===== src/rtl/cdc_handshake_rx.sv =====
// Destination side of a toggle/handshake clock-domain crossing: synchronizes the request toggle,
// captures the quasi-static data bus and returns an ack toggle. Optional sticky error: CDC_HS_RX_ERR_EN.
module cdc_handshake_rx #(
   parameter int unsigned     DW      = 32,
   parameter logic [DW-1:0]   RST_VAL = {DW{1'b0}},
   parameter int unsigned     STAGE   = 3
) (
   input  logic           I_CLK,
   input  logic           I_RST_N,
   input  logic           I_REQ_TGL,
   input  logic [DW-1:0]  I_DATA,
   input  logic           I_READY,
   output logic [DW-1:0]  O_DATA,
   output logic           O_VALID,
   output logic           O_ACK_TGL
`ifdef CDC_HS_RX_ERR_EN
   ,
   output logic           O_ERR,
   input  logic           I_ERR_CLR
`endif
);

   typedef enum logic [0:0] {
      ST_IDLE  = 1'b0,
      ST_VALID = 1'b1
   } state_t;

   logic [STAGE-1:0] sync_q;
   logic             req_s;
   logic             req_d_q;
   logic             req_edge_s;

   state_t           state_q, state_d;
   logic [DW-1:0]    data_q, data_d;
   logic             valid_q, valid_d;
   logic             ack_q, ack_d;

   assign req_s      = sync_q[STAGE-1];
   assign req_edge_s = req_s ^ req_d_q;

   // Only the request toggle crosses domains; the data bus is sampled once the edge is seen.
   always_ff @(posedge I_CLK or negedge I_RST_N) begin
      if (!I_RST_N) begin
         sync_q  <= {STAGE{1'b0}};
         req_d_q <= 1'b0;
      end else begin
         sync_q  <= {sync_q[STAGE-2:0], I_REQ_TGL};
         req_d_q <= req_s;
      end
   end

   // Handshake FSM state and registered outputs.
   always_ff @(posedge I_CLK or negedge I_RST_N) begin
      if (!I_RST_N) begin
         state_q <= ST_IDLE;
         data_q  <= RST_VAL;
         valid_q <= 1'b0;
         ack_q   <= 1'b0;
      end else begin
         state_q <= state_d;
         data_q  <= data_d;
         valid_q <= valid_d;
         ack_q   <= ack_d;
      end
   end

   // Next-state logic; an edge seen in VALID is dropped without touching the held word.
   always_comb begin
      state_d = state_q;
      data_d  = data_q;
      valid_d = valid_q;
      ack_d   = ack_q;
      case (state_q)
         ST_IDLE: begin
            if (req_edge_s) begin
               data_d  = I_DATA;
               valid_d = 1'b1;
               state_d = ST_VALID;
            end else begin
               valid_d = 1'b0;
               state_d = ST_IDLE;
            end
         end
         ST_VALID: begin
            if (I_READY) begin
               valid_d = 1'b0;
               ack_d   = ~ack_q;
               state_d = ST_IDLE;
            end else begin
               valid_d = 1'b1;
               state_d = ST_VALID;
            end
         end
         default: begin
            valid_d = 1'b0;
            state_d = ST_IDLE;
         end
      endcase
   end

   assign O_DATA    = data_q;
   assign O_VALID   = valid_q;
   assign O_ACK_TGL = ack_q;

`ifdef CDC_HS_RX_ERR_EN
   logic viol_s;
   logic err_q, err_d;

   assign viol_s = req_edge_s && (state_q == ST_VALID);

   // Sticky error: a new violation beats a simultaneous clear.
   always_comb begin
      err_d = err_q;
      if (viol_s) begin
         err_d = 1'b1;
      end else if (I_ERR_CLR) begin
         err_d = 1'b0;
      end else begin
         err_d = err_q;
      end
   end

   // Error flag register.
   always_ff @(posedge I_CLK or negedge I_RST_N) begin
      if (!I_RST_N) begin
         err_q <= 1'b0;
      end else begin
         err_q <= err_d;
      end
   end

   assign O_ERR = err_q;
`endif

endmodule


===== config.mk =====
export PLATFORM = sky130hd
export DESIGN_NAME = cdc_handshake_rx
export DESIGN_NICKNAME = d
export VERILOG_FILES = /design/src/rtl/cdc_handshake_rx.sv
export SDC_FILE = /design/constraint.sdc
export NUM_CORES = 1
export LEC_CHECK = 0
export CELL_PAD_IN_SITES_DETAIL_PLACEMENT = 0
export CELL_PAD_IN_SITES_GLOBAL_PLACEMENT = 1
export CORE_UTILIZATION = 35
export DETAILED_ROUTE_END_ITERATION = 8
export MAX_ROUTING_LAYER = met4
export PLACE_DENSITY = 0.82
export RECOVER_POWER = 50
export SYNTH_ARGS = -nofsm -noshare
export SYNTH_HDL_FRONTEND = slang
export SYNTH_SLANG_ARGS = --single-unit
export TNS_END_PERCENT = 20

===== constraint.sdc =====
create_clock -name I_CLK -period 2.25 [get_ports I_CLK]
set_input_delay 0.225 -clock I_CLK [delete_from_list [all_inputs] [get_ports I_CLK]]
set_output_delay 0.225 -clock I_CLK [all_outputs]
set_load 0.01 [all_outputs]

Yosys cells after proc, flatten, opt, wreduce, memory -nomap -nowiden

Index checks and enable logic that the tools add are counted.

Register bits: 38
Input port bits: 36
Output and inout port bits: 34
Word-level logic and storage cells: 13

Muxes and demuxes: 3
Bitwise logic cells: 3
Reductions and logical operators: 2

Operators by type and width:

| operator         | count |
|---|---|
| $reduce_and 2->1 | 2 |
| $mux 1           | 2 |
| $not 1->1        | 2 |
| $pmux 1 s2       | 1 |
| $xor 1x1->1      | 1 |

Depth between registers and ports, before layout

Depth after elaboration: 3
Mapped depth: 5

Least setup slack after synthesis

OpenSTA, ideal clock, no wires.

Kind: register to register
Start: register req_d_q
End: register data_q[0], in the netlist O_DATA[0]
Data arrival time: 1.246 ns
Data required time: 2.125 ns
Slack: 0.878 ns
Stages on the path, launching flop included: 6
Path buffers: 2
Cells stage by stage: dfrtp_1 -> xor2_1 -> nor2b_4 -> buf_6 -> buf_12 -> mux2_4

Cells in the longest elaborated chain, start to end: 2

Ends and longest elaborated chain:

| element                    | line | text |
|---|---|---|
| from (decl)                | 30   | `logic req_d_q;` |
| from (signal assigned)     | 48   | `req_d_q <= req_s;` |
| $xor 1x1->1                | 39   | `assign req_edge_s = req_s ^ req_d_q;` |
| $reduce_and 2->1 (no line) | n/a  |  |
| to (signal assigned)       | 61   | `data_q <= data_d;` |
| to (decl)                  | 34   | `logic [DW-1:0] data_q, data_d;` |

Every way passes these cells.
A chain may end at the register's enable or synchronous reset.

Final worst setup path

Start: register sync_q[2]
End: register data_q[26], in the netlist O_DATA[26]

Cells in the longest elaborated chain, start to end: 2

Ends and longest elaborated chain:

| element                    | line | text |
|---|---|---|
| from (decl)                | 28   | `logic [STAGE-1:0] sync_q;` |
| from (signal assigned)     | 44   | `sync_q <= {STAGE{1'b0}};` |
| from (signal assigned)     | 47   | `sync_q <= {sync_q[STAGE-2:0], I_REQ_TGL};` |
| $xor 1x1->1                | 39   |  |
| $reduce_and 2->1 (no line) | n/a  |  |

Every way passes these cells.

==> metrics.md <==
| Metric | Value |
|---|---|
| Ys Warns | `0` |
| Max-cap violations | `0` |
| Detailed-route wire length per cell | `around 15 µm` |
| Vias/cell | `about 4.4` |
| Worst-path cell chain | `xor2_1, nor2b_4, buf_4, mux2_2` |
| PortBufs | `69` |
| Syn Inst Count | `79` |
| Max-slew violations | `0` |
| Clk_lat worst skew | `between 0.2 and 0.3 ns` |
| Outcome | `completed` |
| Final nets | `approximately 190` |
| Synth area leaders | `dfrtp_1 (62%), mux2_4 (29%), buf_12 (3.9%), mux2_2 (1.5%), nor2b_4 (0.90%)` |
| # setup viols final | `0` |
| Via count | `897` |
| Initial DRC count | `38` |
| Worst path required time | `2.42 ns` |
| Fin area | `about 2300 µm²` |
| Final Critical Period | `~1.6 ns` |
| # rows | `23` |
| Post-Place Setup Slack | `approximately 0.66 ns` |
| Num ports | `70` |
| DRT antenna net count | `0` |
| Post-Syn Area | `about 1500 µm²` |
| FF-to-FF End | `O_DATA[26]$_DFFE_PN0P_` |
| Pre-antenna DRT Iters | `2` |
| Critical Path Sink Type | `register` |
| Worst-margin pin slew | `0.843 ns` |
| Static Leakage | `between 0.001 and 0.0015 µW` |
| Clk_skew | `0.00439 ns` |
| Arrival time worst endpoint | `around 1.8 ns` |
| Tcrit/Tclk final | `a little over two thirds` |
| TritonCTS sink count | `38` |
| Post-CTS Resized | `0` |
| Synth Register Bits | `38` |
| P&R area growth vs syn | `50.9%` |
| ANT cells | `0` |
| Area post-placement | `2230 µm²` |
| Final Hold Viols | `0` |
| Layout cells sized above 1 | `27.9%` |
| Die Area | `between 4000 and 5000 µm²` |
| Hold_buf cts | `0` |
| GPL Wtd Cong | `approximately 0.66` |
| Pwr/cell area | `1110 nW/µm²` |
| CTS tree | `done` |
| Yosys top cell area share | `around 62%` |
| Vias in the first global route | `approximately 900` |
| Hold WS | `slightly above 0.04 ns` |
| Fmax | `~630 MHz` |
| Sequential-to-total area share from yosys stat | `around three fifths` |
| Post-route setup slack | `0.663 ns` |
| Syn Nets | `around 120` |
| Synthesized area per cell | `between 15 and 20 µm²` |
| Synth unique cells | `10` |
| VDD IR max | `464 µV` |
| Worst path bufs/invs | `1` |
| Crit Path Category | `reg -> reg` |
| Clock transition at path regs | `approximately 0.070 ns` |
| Num CTS Buffers | `5` |
| Worst reg-to-reg setup slack | `between 0.6 and 0.7 ns` |
| Total Wirelength | `~3.1 mm` |
| HP Class | `in -> async` |
| Remaining global-route overflow | `0` |
| Setup_tns | `0 ns` |
| Global-route wire length before repair | `between 4 and 5 mm` |
| Initial antenna violation count | `0` |
| RSZ-0062 raised after global routing | `no` |
| Max FO, Critical Path | `19` |
| Core area | `4120 µm²` |
| Largest net degree at the start of global routing | `39` |
| Bufs on Longest Clock Path | `2` |
| Die W | `68.3 µm` |
| CP Launch Type | `register` |
| Gr usage total | `between 10 and 15%` |
| Hpwl dp | `roughly 2.2 mm` |
| Clock Root Buffer | `clkbuf_8` |
| CP delay by family, top | `flip-flops` |
| Yosys top cell by area | `dfrtp_1` |
| Crit-path slowest cell | `dfrtp_1` |
| Starting Density | `approximately 37%` |
| H-tree Lvls | `2` |
| Die height | `approximately 68 µm` |
| CP startpoint | `sync_q[2]$_DFF_PN0_` |
| Post-CTS Setup Bufs | `0` |
| R2R cell count | `4` |
| Relative slew margins | `a little over two fifths` |
| Worst stage delay on the critical path | `between 0.3 and 0.4 ns` |
| R2r startpoint | `sync_q[2]$_DFF_PN0_` |
| Residual DRC | `0` |
| Total power | `between 2000 and 3000 µW` |
## power breakdown
| group | total, µW | internal [µW] | switching (µW) | leakage, µW |
|---|---|---|---|---|
| combinational | 1060 | 717 | 342 | 0.000531 |
| clock | 469 | 247 | 222 | 0.0000482 |
| sequential | 1050 | 916 | 132 | 0.000443 |
## how the worst max path moves through the flow
stage / cells past startpoint / to
after floorplan: 5 / O_DATA[0]$_DFFE_PN0P_
after global placement: 4 / O_DATA[27]$_DFFE_PN0P_
after detailed placement: 4 / O_DATA[26]$_DFFE_PN0P_
after CTS: 4 / O_DATA[26]$_DFFE_PN0P_
after global routing: 4 / O_DATA[26]$_DFFE_PN0P_
final: 4 / O_DATA[26]$_DFFE_PN0P_
## logic make-up (layout without fill, tap and decap cells)
logic type	after synthesis	count (layout)	share of synthesized area (%)
AOI/OAI and AO/OA	1	1	0.488
xor gates and xnor gates	2	2	1.14
buffers and inverters	4	79	4.64
DFF	38	38	61.8
muxes	32	32	30.8
and+or+nand+nor	2	2	1.14
## cells in the final DEF, fill, tap and decap left out
master	netlist	final
mux2_4	30	30
xor2_1	1	1
nand2_1	1	1
buf_2	0	1
xnor2_1	1	1
clkbuf_1	0	1
clkbuf_8	0	6
o21a_1	1	1
clkdlybuf4s50_1	0	56
dlygate4sd3_1	0	12
nor2b_4	1	1
clkinv_2	0	1
dfrtp_1	38	38
mux2_2	2	2
buf_4	0	2
## routing by layer
metal | track usage, % | vias up | part of all wire [%]
met5 | - | - | 0
met2 | 21.4 | 44 | 47
met4 | 6.25 | 0 | 1.3
met1 | 17.2 | 429 | 42
li1 | - | 420 | -
met3 | 5.33 | 4 | 9.5
## final cells by class
cell class,instances,area [µm²]
fill,327,1790
sequential,38,951
timing repair buffer,71,701
multi-input combinational,37,515
clock buffer,7,86.3
tap,50,62.6
clock inverter,1,5.00
## synthesized netlist by cell type
cell type,instances
xor2_1,1
buf_12,3
buf_6,1
mux2_2,2
nand2_1,1
xnor2_1,1
o21a_1,1
mux2_4,30
nor2b_4,1
dfrtp_1,38
## state kept, by name, indices dropped and copies added (netlist names)
| register | cells |
|---|---|
| O_ACK_TGL | 1 |
| O_DATA | 32 |
| O_VALID | 1 |
| req_d_q | 1 |
| sync_q | 3 |
## stage by stage
| step | std cells | util, % |
|---|---|---|
| after detailed placement | 196 | 54.2 |
| after CTS | 204 | 56.4 |
| after floorplan | 79 | - |
| after global routing | 204 | 56.4 |
| final | 204 | 56.4 |
| after global placement | 196 | 54.2 |
(Power assumes the default switching activity.)
